--- src/rtl/pll_drp_pkg.sv ---
// Shared types and constants for the PLL feedback-multiplier DRP sequencer.
// Holds the FSM encoding, DRP register map, keep masks, error codes and legal range.
package pll_drp_pkg;

  typedef enum logic [3:0] {
    S_IDLE  = 4'd0,
    S_CHK   = 4'd1,
    S_RSTA  = 4'd2,
    S_RD    = 4'd3,
    S_RDW   = 4'd4,
    S_WR    = 4'd5,
    S_WRW   = 4'd6,
    S_RSTR  = 4'd7,
    S_LOCKW = 4'd8,
    S_FIN   = 4'd9
  } state_t;

  localparam logic [6:0]  REG1_ADDR = 7'h14;
  localparam logic [6:0]  REG2_ADDR = 7'h15;
  localparam logic [15:0] REG1_KEEP = 16'hF000;
  localparam logic [15:0] REG2_KEEP = 16'hFF3F;

  localparam logic [1:0]  ERR_NONE  = 2'd0;
  localparam logic [1:0]  ERR_RANGE = 2'd1;
  localparam logic [1:0]  ERR_DRDY  = 2'd2;
  localparam logic [1:0]  ERR_LOCK  = 2'd3;

  localparam logic [6:0]  MULT_MIN  = 7'd2;
  localparam logic [6:0]  MULT_MAX  = 7'd64;

  function automatic logic mult_legal(input logic [6:0] m);
    return (m >= MULT_MIN) && (m <= MULT_MAX);
  endfunction

  // Read-modify-write: keep the bits the mask protects, OR in the new field.
  function automatic logic [15:0] merge_word(input logic [15:0] rd,
                                             input logic [15:0] keep,
                                             input logic [15:0] field);
    return (rd & keep) | field;
  endfunction

endpackage

--- src/rtl/pll_drp_seq_if.sv ---
// Bundle of the request/status signals towards the UI and the DRP/PLL signals.
// master = sequencer side, slave = UI controller plus PLL primitive side.
interface pll_drp_seq_if;
  // req is a level request taken only while busy is low; busy covers the whole
  // operation up to and including the done/err pulse. On the DRP side each den
  // pulse opens one access (dwe marks a write) and drdy closes it.
  logic        req;
  logic [6:0]  mult;
  logic        busy;
  logic        done;
  logic        err;
  logic [1:0]  err_code;
  logic [6:0]  cur_mult;
  logic [6:0]  daddr;
  logic [15:0] di;
  logic [15:0] drp_do;
  logic        den;
  logic        dwe;
  logic        drdy;
  logic        pll_rst;
  logic        locked;

  modport master (
    input  req, mult, drp_do, drdy, locked,
    output busy, done, err, err_code, cur_mult, daddr, di, den, dwe, pll_rst
  );

  modport slave (
    output req, mult, drp_do, drdy, locked,
    input  busy, done, err, err_code, cur_mult, daddr, di, den, dwe, pll_rst
  );
endinterface

--- src/rtl/pll_div_calc.sv ---
// Registered divider math: multiplier M -> CLKFBOUT reg1 counter field and reg2 edge/nocount bits.
// Only the low 6 bits of HI/LO matter because M never exceeds 64 once accepted.
module pll_div_calc
  import pll_drp_pkg::*;
(
  input  logic        clk,
  input  logic        rstx,
  input  logic [6:0]  mult,
  output logic [11:0] reg1_field,
  output logic [1:0]  reg2_field
);

  logic [5:0] hi;
  logic [5:0] lo;

  always_comb begin
    hi = mult[6:1];
    lo = mult[5:0] - hi;
  end

  always_ff @(posedge clk or negedge rstx) begin
    if (!rstx) begin
      reg1_field <= '0;
      reg2_field <= '0;
    end else begin
      reg1_field <= {hi, lo};
      reg2_field <= {mult[0], 1'b0};
    end
  end

endmodule

--- src/rtl/pll_drp_seq.sv ---
// Sequencer that holds the PLL in reset, read-modify-writes CLKFBOUT reg1/reg2 over DRP,
// then releases reset and waits for a synchronised lock. All bus outputs are registered.
module pll_drp_seq
  import pll_drp_pkg::*;
#(
  parameter logic [6:0]  INIT_MULT = 7'd10,
  parameter logic [7:0]  DRDY_TO   = 8'd255,
  parameter logic [19:0] LOCK_TO   = 20'd999999
) (
  input  logic          clk,
  input  logic          rstx,
  pll_drp_seq_if.master bus,
  output state_t        dbg_state
);

  state_t      state, state_d;
  logic [6:0]  m_q, m_d;
  logic        sel_q, sel_d;
  logic [15:0] rd_q, rd_d;
  logic [19:0] cnt_q, cnt_d;
  logic        busy_q, busy_d;
  logic        done_q, done_d;
  logic        err_q, err_d;
  logic [1:0]  err_code_q, err_code_d;
  logic [6:0]  cur_mult_q, cur_mult_d;
  logic [6:0]  daddr_q, daddr_d;
  logic [15:0] di_q, di_d;
  logic        den_q, den_d;
  logic        dwe_q, dwe_d;
  logic        pll_rst_q, pll_rst_d;
  logic        lock_meta, lock_sync;
  logic        wait_state, drdy_expired, lock_expired;
  logic [11:0] reg1_field;
  logic [1:0]  reg2_field;

  pll_div_calc u_div (
    .clk        (clk),
    .rstx       (rstx),
    .mult       (m_q),
    .reg1_field (reg1_field),
    .reg2_field (reg2_field)
  );

  always_ff @(posedge clk or negedge rstx) begin
    if (!rstx) begin
      lock_meta <= 1'b0;
      lock_sync <= 1'b0;
    end else begin
      lock_meta <= bus.locked;
      lock_sync <= lock_meta;
    end
  end

  // One counter serves every wait state; it restarts on each state change.
  always_comb begin
    wait_state   = (state == S_RDW) || (state == S_WRW) || (state == S_LOCKW);
    drdy_expired = (cnt_q == ({12'd0, DRDY_TO} - 20'd1));
    lock_expired = (cnt_q == (LOCK_TO - 20'd1));
  end

  always_comb begin
    state_d    = state;
    m_d        = m_q;
    sel_d      = sel_q;
    rd_d       = rd_q;
    busy_d     = busy_q;
    done_d     = 1'b0;
    err_d      = 1'b0;
    err_code_d = err_code_q;
    cur_mult_d = cur_mult_q;
    daddr_d    = daddr_q;
    di_d       = di_q;
    den_d      = 1'b0;
    dwe_d      = 1'b0;
    pll_rst_d  = pll_rst_q;
    unique case (state)
      S_IDLE: begin
        if (bus.req) begin
          m_d     = bus.mult;
          busy_d  = 1'b1;
          state_d = S_CHK;
        end
      end
      S_CHK: begin
        if (!mult_legal(m_q)) begin
          err_d      = 1'b1;
          err_code_d = ERR_RANGE;
          state_d    = S_FIN;
        end else begin
          sel_d   = 1'b0;
          state_d = S_RSTA;
        end
      end
      S_RSTA: begin
        pll_rst_d = 1'b1;
        state_d   = S_RD;
      end
      S_RD: begin
        den_d   = 1'b1;
        daddr_d = sel_q ? REG2_ADDR : REG1_ADDR;
        state_d = S_RDW;
      end
      S_RDW: begin
        if (bus.drdy) begin
          rd_d    = bus.drp_do;
          state_d = S_WR;
        end else if (drdy_expired) begin
          pll_rst_d  = 1'b0;
          err_d      = 1'b1;
          err_code_d = ERR_DRDY;
          state_d    = S_FIN;
        end
      end
      S_WR: begin
        den_d   = 1'b1;
        dwe_d   = 1'b1;
        di_d    = sel_q ? merge_word(rd_q, REG2_KEEP, {8'h00, reg2_field, 6'b0})
                        : merge_word(rd_q, REG1_KEEP, {4'h0, reg1_field});
        state_d = S_WRW;
      end
      S_WRW: begin
        if (bus.drdy) begin
          if (sel_q) begin
            state_d = S_RSTR;
          end else begin
            sel_d   = 1'b1;
            state_d = S_RD;
          end
        end else if (drdy_expired) begin
          pll_rst_d  = 1'b0;
          err_d      = 1'b1;
          err_code_d = ERR_DRDY;
          state_d    = S_FIN;
        end
      end
      S_RSTR: begin
        pll_rst_d = 1'b0;
        state_d   = S_LOCKW;
      end
      S_LOCKW: begin
        if (lock_sync) begin
          done_d     = 1'b1;
          cur_mult_d = m_q;
          state_d    = S_FIN;
        end else if (lock_expired) begin
          err_d      = 1'b1;
          err_code_d = ERR_LOCK;
          state_d    = S_FIN;
        end
      end
      S_FIN: begin
        busy_d  = 1'b0;
        state_d = S_IDLE;
      end
      default: state_d = S_IDLE;
    endcase
    cnt_d = (wait_state && (state_d == state)) ? cnt_q + 20'd1 : 20'd0;
  end

  always_ff @(posedge clk or negedge rstx) begin
    if (!rstx) begin
      state      <= S_IDLE;
      m_q        <= INIT_MULT;
      sel_q      <= 1'b0;
      rd_q       <= '0;
      cnt_q      <= '0;
      busy_q     <= 1'b0;
      done_q     <= 1'b0;
      err_q      <= 1'b0;
      err_code_q <= ERR_NONE;
      cur_mult_q <= INIT_MULT;
      daddr_q    <= '0;
      di_q       <= '0;
      den_q      <= 1'b0;
      dwe_q      <= 1'b0;
      pll_rst_q  <= 1'b0;
    end else begin
      state      <= state_d;
      m_q        <= m_d;
      sel_q      <= sel_d;
      rd_q       <= rd_d;
      cnt_q      <= cnt_d;
      busy_q     <= busy_d;
      done_q     <= done_d;
      err_q      <= err_d;
      err_code_q <= err_code_d;
      cur_mult_q <= cur_mult_d;
      daddr_q    <= daddr_d;
      di_q       <= di_d;
      den_q      <= den_d;
      dwe_q      <= dwe_d;
      pll_rst_q  <= pll_rst_d;
    end
  end

  assign bus.busy     = busy_q;
  assign bus.done     = done_q;
  assign bus.err      = err_q;
  assign bus.err_code = err_code_q;
  assign bus.cur_mult = cur_mult_q;
  assign bus.daddr    = daddr_q;
  assign bus.di       = di_q;
  assign bus.den      = den_q;
  assign bus.dwe      = dwe_q;
  assign bus.pll_rst  = pll_rst_q;
  assign dbg_state    = state;

endmodule
--- src/flat_wrapper.sv ---
// flat-port wrapper written by rule: the top's interface ports become plain ports
module pll_drp_seq_flat import pll_drp_pkg::*;
#(
  parameter logic [6:0]  INIT_MULT = 7'd10,
  parameter logic [7:0]  DRDY_TO   = 8'd255,
  parameter logic [19:0] LOCK_TO   = 20'd999999
)
  (clk, rstx, dbg_state, bus_req, bus_mult, bus_drp_do, bus_drdy, bus_locked, bus_busy, bus_done, bus_err, bus_err_code, bus_cur_mult, bus_daddr, bus_di, bus_den, bus_dwe, bus_pll_rst);
  pll_drp_seq_if bus_i ();
  input  logic clk;
  input  logic rstx;
  output state_t dbg_state;
  input wire logic [$bits(bus_i.req)-1:0] bus_req;
  input wire logic [$bits(bus_i.mult)-1:0] bus_mult;
  input wire logic [$bits(bus_i.drp_do)-1:0] bus_drp_do;
  input wire logic [$bits(bus_i.drdy)-1:0] bus_drdy;
  input wire logic [$bits(bus_i.locked)-1:0] bus_locked;
  output wire logic [$bits(bus_i.busy)-1:0] bus_busy;
  output wire logic [$bits(bus_i.done)-1:0] bus_done;
  output wire logic [$bits(bus_i.err)-1:0] bus_err;
  output wire logic [$bits(bus_i.err_code)-1:0] bus_err_code;
  output wire logic [$bits(bus_i.cur_mult)-1:0] bus_cur_mult;
  output wire logic [$bits(bus_i.daddr)-1:0] bus_daddr;
  output wire logic [$bits(bus_i.di)-1:0] bus_di;
  output wire logic [$bits(bus_i.den)-1:0] bus_den;
  output wire logic [$bits(bus_i.dwe)-1:0] bus_dwe;
  output wire logic [$bits(bus_i.pll_rst)-1:0] bus_pll_rst;
  assign bus_i.req = bus_req;
  assign bus_i.mult = bus_mult;
  assign bus_i.drp_do = bus_drp_do;
  assign bus_i.drdy = bus_drdy;
  assign bus_i.locked = bus_locked;
  assign bus_busy = bus_i.busy;
  assign bus_done = bus_i.done;
  assign bus_err = bus_i.err;
  assign bus_err_code = bus_i.err_code;
  assign bus_cur_mult = bus_i.cur_mult;
  assign bus_daddr = bus_i.daddr;
  assign bus_di = bus_i.di;
  assign bus_den = bus_i.den;
  assign bus_dwe = bus_i.dwe;
  assign bus_pll_rst = bus_i.pll_rst;
  pll_drp_seq #(.INIT_MULT(INIT_MULT), .DRDY_TO(DRDY_TO), .LOCK_TO(LOCK_TO)) u_core (.clk(clk), .rstx(rstx), .bus(bus_i), .dbg_state(dbg_state));
endmodule
--- config.mk ---
export PLATFORM = sky130hd
export DESIGN_NAME = pll_drp_seq_flat
export DESIGN_NICKNAME = d
export VERILOG_FILES = /design/src/rtl/pll_drp_pkg.sv /design/src/rtl/pll_drp_seq_if.sv /design/src/rtl/pll_div_calc.sv /design/src/rtl/pll_drp_seq.sv /design/src/flat_wrapper.sv
export SDC_FILE = /design/constraint.sdc
export NUM_CORES = 1
export LEC_CHECK = 0
export BUFFER_PORTS_ARGS = -buffer_cell sky130_fd_sc_hd__buf_2
export CORE_MARGIN = 3
export CORE_UTILIZATION = 40
export CTS_CLUSTER_DIAMETER = 40
export DETAILED_ROUTE_END_ITERATION = 10
export GPL_TIMING_DRIVEN = 0
export PLACE_DENSITY = 0.7
export SLEW_MARGIN = 20
export SYNTH_ARGS = -nofsm -noshare
export SYNTH_HDL_FRONTEND = slang
export SYNTH_SLANG_ARGS = --single-unit
--- constraint.sdc ---
create_clock -name clk -period 3 [get_ports clk]
set_clock_uncertainty 0.1 [all_clocks]
set_input_delay 0.15 -clock clk [delete_from_list [all_inputs] [get_ports clk]]
set_output_delay 0.15 -clock clk [all_outputs]
set_load 0.01 [all_outputs]
* After elaboration in Yosys (flattened, before gate mapping)
Cells that the tools add are included.
** Cells by class
- Add/sub/neg operators :: 2
- Multipliers :: 0
- Divide/modulo/power cells :: 0
- Magnitude comparators :: 2
- Equal/unequal tests :: 20
- Shift-type cells :: 0
- Muxes and demuxes :: 36
- Bitwise logic cells :: 2
- Reduce and logical (&&, ||, !) cells :: 18
** Operators with widths (count)
- 4-bit one-hot mux with 9 select lines :: 1
- 4-bit 2-to-1 mux :: 7
- 20-bit by 1-bit adder with 20-bit output, second input constant :: 1
- 20-bit equality test, second input constant :: 1
- 20-bit by 8-bit equality test with 1-bit output, second input constant :: 1
- 20-bit 2-to-1 mux :: 1
- 4-bit by 3-bit equality test with 1-bit output, second input constant :: 4
- 16-bit 2-to-1 mux :: 1
- 16-bit by 12-bit OR with 16-bit output :: 1
- 16-bit by 8-bit OR with 16-bit output :: 1
- 1-bit 2-to-1 mux :: 15
- 2-bit 2-to-1 mux :: 5
- 2-bit != test, second input constant :: 5
- 4-bit by 2-bit equality test with 1-bit output, second input constant :: 2
- 4-bit equality test, second input constant :: 2
- 2-bit AND reduction :: 4
- 7-bit by 2-bit >= comparator with 1-bit output, second input constant :: 1
- 7-bit less-or-equal comparator, second input constant :: 1
- 2-bit by 1-bit != test with 1-bit output, second input constant :: 3
- 1-bit one-hot mux with 3 select lines :: 2
- 2-bit one-hot mux with 3 select lines :: 1
- 3-bit AND reduction :: 2
- 6-bit AND reduction :: 1
- 3-bit nonzero test :: 2
- 10 further kinds :: 15
** Storage, ports and cells
- Flip-flop bits (word level) :: 101
- Latch bits :: 0
- RAM bits :: 0
- ROM bits :: 0
- Bits of input ports :: 28
- Output and inout bits :: 42
- Word-level logic and storage cells :: 99
- Memories :: 0

* Longest topological paths before layout
Gate-level depths: netlist (run 1).
- Depth after elaboration :: 7
- Mapped depth :: 9
- Mapped depth without buffers :: 8

* Cells and area by module
A second synthesis (run 1) with hierarchy kept.
** Second synthesis, totals
- Cells, all modules :: 372
- Area, all modules :: 4418.0 um^2
** By module, submodules not included
- pll_drp_seq :: times used 1, cells an instance 324, area an instance 3838.7 um^2, sequential area each 2031.9 um^2
- pll_div_calc :: times used 1, cells an instance 48, area an instance 579.3 um^2, sequential area each 325.3 um^2

* Worst setup path after synthesis (run 1)
No wires, ideal clock.
- Path type :: reg-to-reg
- From :: register u_core.m_q[1]
- To :: register u_core.cnt_q[10]
- Setup time :: 71 ps
- Data arrival time :: 1918 ps
- Data required time :: 2829 ps
- Slack :: 911 ps
- Stages on the path, launching flop included :: 10
- Path buffers :: 2
- Period minus slack after synthesis :: 2089 ps
- Path through :: dfstp_2 inv_1 ha_1 a21bo_2 a32oi_1 or4_1 buf_1 nand4_1 buf_4 nor2_1
** Between the ends
- Cells in the longest elaborated chain, start to end :: 7
- Elaborated cells between the ends (all ways) :: 8
- Those cells by class :: order compare (2); eq/ne (1); mux (3); reduce/logical (2)
** Ends and longest elaborated chain
- start: declaration :: RTL line pll_drp_seq.sv:17 : logic [6:0] m_q, m_d;
- start signal: assignment :: RTL line pll_drp_seq.sv:179 : m_q <= m_d;
- 7-bit by 2-bit >= comparator with 1-bit output or 7-bit less-or-equal comparator (tied branches) :: RTL line pll_drp_pkg.sv:32 : return (m >= MULT_MIN) && (m <= MULT_MAX);
- 1-bit logical AND (*) :: RTL line pll_drp_pkg.sv:32
- 4-bit 2-to-1 mux (*) :: RTL line pll_drp_seq.sv:85 : if (!mult_legal(m_q)) begin
- 4-bit one-hot mux with 9 select lines (*) :: RTL line pll_drp_seq.sv:76 : unique case (state)
- 4-bit equality test (*) :: RTL line pll_drp_seq.sv:157 : cnt_d = (wait_state && (state_d == state)) ? cnt_q + 20'd1 : 20'd0;
- 1-bit logical AND (*) :: RTL line pll_drp_seq.sv:157
- 20-bit 2-to-1 mux (*) :: RTL line pll_drp_seq.sv:157
- named net u_core.cnt_d[10] :: RTL line pll_drp_seq.sv:20 : logic [19:0] cnt_q, cnt_d;
- end signal: assignment :: RTL line pll_drp_seq.sv:182 : cnt_q <= cnt_d;
- end: declaration :: RTL line pll_drp_seq.sv:20
Mark *: on every way through the listed nets, which the timed path passes. The rest lies on a longest branch.
A chain may end at the register's enable or synchronous reset.

* Worst setup path in the final report (run 1)
- From :: register u_core.m_q[1]
- To :: register u_core.cnt_q[4]
Same word-level chain as after synthesis.

==> reports/qor.csv, run 1 <==
metric;value;unit
Yosys Warn Count;0;
RSZ-0062 raised after global routing;false;
fin crit period;2601;ps
CP endpoint;u_core.cnt_q[4];
H-tree levels;3;
Post-Syn Area;4237;µm²
WS Path Type;flop to flop;
first-pass GRT wire length;14820;µm
R2R Setup Slk;400;ps
outcome;completed;
Seq/Total Area, Yosys;55.64;%
final hold vios;0;
die height;108.9;µm
Antenna Cells;0;
max_cap viols;0;
initial core utilization;42.18;%
# IOs;70;
arrival time of the worst setup path;2780;ps
final non-filler cell total;601;
CTS sink cnt;94;
worst r2r path cells;9;
crit path max-delay cell type;dfstp_2;
CP Depth;9;
worst reg2reg endpoint;u_core.cnt_q[4];
Crit path max-delay family;flip-flops;
Pleak;2.398;nW
slew margin rel.;50.81;%
initial DRC count;173;
Final Hold Slack;31.53;ps
Synth Register Bits;94;
TritonCTS buffer count;9;
port buffer count;63;
Cell variety after synth;52;
routability congestion estimate;0.8543;
Avg Cell Area, Syn;11.70;µm²
Post-synth EDFFs;0;
DRT Pass-1 Iters;4;
post-synth top area cell;dfrtp_1;
Final period util;86.70;%
# DRC;0;
largest net degree at the start of global routing;53;
vias;2972;
Max Root-Sink Buffers;2;
die width;108.9;µm
Finished Core Util;51.59;%
Cell Pwr Density;881.6;nW/µm²
ys async rst share;100.0;%
worst skew pair latency;360;ps
ranking of synthesized cells by area;dfrtp_1 53%, mux2_2 8.8%, ha_1 4.4%, nor2_1 4.1%, mux2i_1 2.6%;
Placement Setup Slack;427.0;ps
gr usage total;15.86;%
Hold WC Path Type;input pin to flop;
Die Area;11860;µm²
CTS tree;done;
most frequent cells in the layout;90 x dfrtp_1, 65 x buf_2, 46 x nor2_1;
initial antenna violation count;0;
max incr delay on CP;610;ps
fmax;0.3845;GHz
reg2reg start;u_core.m_q[1];
final wirelength;8633;µm
share of layout cells above drive strength 1;28.63;%
nets;507;
total power;4.569;mW
setup_tns;0;ps
Worst VDD drop;0.3421;mV
PnR worst setup slack;399.1;ps
cells along the critical path;inv_1 > ha_1 > a21bo_2 > a32oi_1 > or4_1 > buf_1 > nand4_1 > buf_4 > nor2_1;
Slew Viols, Final;0;
vias in the first global route;3110;
Core ar.;10040;µm²
CP startpoint;u_core.m_q[1];
CP max FO;10;
crit end category;flop;
drt wl/cell;14.36;µm
Syn Inst Count;362;
Final Instance Area;5182;µm²
DRT antenna net count;0;
Main synth FF type;dfrtp_1;
Post-Place Cells;562;
via density per instance;4.945;
Root Buffer;clkbuf_8;
Congestion Overflow GR;0;
P&R area growth vs syn;22.33;%
Final HPWL DP;6197;µm
startpoint types;flop;
area share of the largest cell type after synthesis;53.16;%
required time worst endpoint;3180;ps
row cnt;36;
commonest non-fill, non-tap cell in the layout;dfrtp_1;
# setup viols final;0;
Area after DPL;4763;µm²
Clk pin slew, worst setup/hold paths;110;ps
Worst Path Buf+Inv;3;
Slew @ Worst Pin;737.9;ps
==> synthesized netlist by cell type, types with 2 or more instances <==
library cell and n:
dfrtp_1 90, nor2_1 46, mux2_2 33, inv_1 17, nand2_1 17, a21oi_1 15, ha_1 15, mux2i_1 11
xnor2_1 11, xor2_1 11, nand3_1 10, buf_4 8, clkbuf_1 7, and3_1 6, and4_1 4, dfstp_2 4
nand4_1 4, nor2b_1 4, nor3_1 4, o21ai_0 4, buf_2 3, nand4b_1 3, o21bai_1 3, a22oi_1 2
a31oi_1 2, or4_1 2
==> how the worst min path moves through the flow <==
| stage | startpoint | endpoint | slack [ps] | cells past startpoint |
|---|---|---|---|---|
| after floorplan | rstx | u_core.bus.busy | -250 | 0 |
| after global placement | bus_locked | u_core.lock_meta | 160 | 1 |
| after detailed placement | rstx | u_core.m_q[6] | -3 | 1 |
| final | bus_req | u_core.bus.busy | 30 | 3 |
| after global routing | bus_req | u_core.bus.busy | 50 | 3 |
| after CTS | bus_req | u_core.bus.busy | 20 | 3 |
==> tightest hold or removal path, delay by kind of cell <==
kind            cells  cell delay [ps]
compound gates      2              200
buf+inv             1              100
==> layer usage <==
metal | track usage [%] | up-vias | routed length (µm)
met5 | 0 | - | 0
met4 | 4.418 | 0 | 86
met3 | 3.079 | 7 | 331
met2 | 27.06 | 65 | 4352
met1 | 20.56 | 1468 | 3863
li1 | - | 1432 | -
==> power breakdown <==
group | total, mW | internal (mW) | switching (mW) | leakage, nW
logic | 1.74 | 0.817 | 0.926 | 1.14
clock network | 0.807 | 0.322 | 0.485 | 0.0943
registers | 2.02 | 1.75 | 0.270 | 1.17
==> state kept, by name, summed over array words and instances, names as in the netlist, 2 cells and up <==
name	count
u_core.cnt_q	20
u_core.dbg_state	4
u_core.m_q	7
u_core.bus.di	16
u_core.bus.err_code	2
u_core.bus.cur_mult	7
u_core.u_div.reg1_field	12
u_core.bus.daddr	2
u_core.rd_q	14
==> logic make-up (layout without fill, tap and decap cells) <==
logic type,count (synthesis),count (layout),synth area share [%]
buffers and inverters,36,139,3.987
muxes,44,44,11.37
DFF,94,94,55.64
other,1,4,0.08852
adders and majority gates,16,16,4.903
AOI/OAI and AO/OA,38,38,6.025
and+or+nand+nor,111,111,13.44
xor gates and xnor gates,22,22,4.548
==> cell type report <==
type | count | area [µm²]
tap | 133 | 166.4
clock inverter | 7 | 65.06
inverter | 17 | 63.81
timing repair buffer | 87 | 579.3
buffer | 19 | 105.1
fill | 874 | 4862
multi-input combinational | 235 | 1722
clock buffer | 9 | 123.9
sequential | 94 | 2357
==> repair_timing <==
action	CTS	global route
resized for setup	0	0
endpoints found under the hold margin	106	0
setup buffers	0	0
hold buffers	23	0
setup endpoints to repair	0	0
Power figures use the tool's default switching activity.
==> run 2, diff against run 1 <==
Settings changed: SYNTH_HIERARCHICAL from default to 1.
==> reports/qor.csv, run 2 <==
metric;value;unit
Cell variety after synth;61;
Sw Ratio;38.12;%
outcome;completed;
Hold Crit Start;bus_drdy;
final non-filler cell total;614;
Post-synth EDFFs;0;
Avg Cell Area, Syn;11.88;µm²
Max Root-Sink Buffers;2;
CP max FO;10;
Final HPWL DP;6527;µm
fmax;0.4398;GHz
reg2reg start;u_core/dbg_state[1];
initial DRC count;179;
DRT antenna net count;0;
final hold vios;0;
arrival time of the worst setup path;2430;ps
largest net degree at the start of global routing;63;
Yosys Warn Count;6;
slew margin rel.;55.69;%
ranking of synthesized cells by area;dfrtp_1 51%, mux2_2 7.1%, nor3_2 4.5%, mux2i_1 2.7%, a21oi_1 2.6%;
max_cap viols;0;
routability congestion estimate;0.8514;
nets;509;
CP startpoint;u_core/dbg_state[1];
CTS tree;done;
Seq/Total Area, Yosys;53.36;%
Final Instance Area;5375;µm²
Final period util;75.79;%
WS Path Type;flop to flop;
P&R area growth vs syn;21.67;%
required time worst endpoint;3150;ps
Cell Pwr Density;882.6;nW/µm²
Highest Signal Layer;met4;
setup_tns;0;ps
Syn Inst Count;372;
PnR worst setup slack;726.2;ps
max FFs per register;20;
DRT Pass-1 Iters;4;
drt wl/cell;14.88;µm
Clk pin slew, worst setup/hold paths;100;ps
# setup viols final;0;
initial core utilization;42.04;%
area share of the largest cell type after synthesis;50.98;%
ys async rst share;100.0;%
Post-Syn Area;4418;µm²
# IOs;70;
post-CTS resize count;0;
Post-Place Cells;575;
most instantiated library cell after synthesis;dfrtp_1;
commonest cells in the netlist;90 x dfrtp_1, 28 x mux2_2, 23 x a21oi_1, 22 x nor2_1, 20 x nor3_2;
CTS sink cnt;94;
Final Hold Slack;74.14;ps
Area after DPL;4949;µm²
Main synth FF type;dfrtp_1;
Root Buffer;clkbuf_8;
initial antenna violation count;0;
Worst VDD drop;0.3817;mV
vias;3074;
Antenna Cells;0;
WL met2;4399;µm
total power;4.744;mW
via density per instance;5.007;
P_int;2.936;mW
vias in the first global route;3223;
commonest non-fill, non-tap cell in the layout;dfrtp_1;
Clock power frac;17.4;%
Die Area;12340;µm²
port buffer count;63;
Placement Setup Slack;756.0;ps
gr usage total;15.53;%
DR WL met3;364;µm
Comb pwr share;39.9;%
Hold WC Path Type;input pin to flop;
Finished Core Util;51.15;%
Slew Viols, Final;0;
Core ar.;10510;µm²
# DRC;0;
fin crit period;2274;ps
final wirelength;9138;µm
crit end category;flop;
die height;111.1;µm
Synth Register Bits;94;
row cnt;37;
Congestion Overflow GR;0;
RSZ-0062 raised after global routing;false;
Slew @ Worst Pin;664.6;ps
H-tree levels;3;
switching power total;1.809;mW
worst skew pair latency;370;ps
die width;111.1;µm
post-synth top area cell;dfrtp_1;
DRT met1 WL;4241;µm
largest register by flop count;u_core/cnt_q;
share of layout cells above drive strength 1;34.10;%
startpoint types;flop;
fillers;925;
first-pass GRT wire length;15650;µm
most frequent cells in the layout;90 x dfrtp_1, 67 x buf_2, 28 x mux2_2;
Pleak;2.362;nW
TritonCTS buffer count;9;
Reg power frac;42.7;%
## run 2: changes by cell type in the layout (fill, tap and decap cells not counted), moves of 4 or more
cell      before  now
a21oi_1       15   23
and3_1         6    2
clkbuf_1       7    3
ha_1          15    7
mux2_2        33   28
nand2b_1       0    4
nand4_1        4    8
nor2_1        46   22
nor3_1         4    8
nor3_2         0   20
nor4_1         0    4
## run 2: kinds of logic (layout without fill, tap and decap cells)
group	count (synthesis)	in the layout	synth area share, %
AND/OR/NAND/NOR	121	121	18.01
XOR/XNOR	22	22	4.531
AO/OA/AOI/OAI	46	46	6.570
flip-flops	94	94	53.36
multiplexers	43	43	10.62
adder cells (fa/ha/maj)	8	8	2.435
buffers and inverters	36	139	4.304
other	2	5	0.1700
## run 2: worst max-delay path: stages (launching register included)
cell and delay, ps:
dfrtp_1 410, buf_2 190, nor3b_1 370, nor2b_1 330
nand4_1 220, a31oi_2 260, buf_6 210, nor3_2 70
## run 2: layout make-up
class | instances | area [µm²] | area share [%]
repair buffers | 87 | 579.3 | 10.78
flip-flops and latches | 94 | 2357 | 43.85
multi-input cells | 245 | 1882 | 35.01
inverters | 15 | 56.30 | 1.047
plain buffers | 21 | 133.9 | 2.491
clock buffers | 9 | 123.9 | 2.304
well taps | 136 | 170.2 | 3.166
clock inverters | 7 | 72.57 | 1.350
## run 2: power groups by stage
stage,sequential (mW),combinational [mW],clock [mW]
after floorplan,2.08,1.24,0
after global placement,2.04,1.82,0
after detailed placement,2.06,1.88,0
after CTS,2.03,1.91,0.861
after global routing,2.09,2.11,0.913
final,2.03,1.89,0.827
## run 2: worst paths after layout
check / endpoint / slack (ps) / cells after the start
max: u_core/cnt_q[3] / 730 / 7
max reg2reg: u_core/cnt_q[3] / 730 / 7
min reg2reg: u_core/lock_sync / 260 / 0
min: u_core/sel_q / 70 / 3
max in group asynchronous: u_core/m_q[1] / 2020 / 3
min in group asynchronous: u_core/cnt_q[4] / 130 / 2
## run 2: what timing repair did
| action | in CTS | in global routing |
|---|---|---|
| buffers inserted | 0 | 0 |
| endpoints found under the setup margin | 0 | 0 |
| endpoints found under the hold margin | 112 | 0 |
| hold buffers | 23 | 0 |
## run 2: per-layer routing
metal / vias to the layer above / track usage (%)
met5: - / 0
met4: 0 / 4.866
met3: 10 / 3.876
met2: 58 / 25.08
met1: 1507 / 20.68
li1: 1499 / -
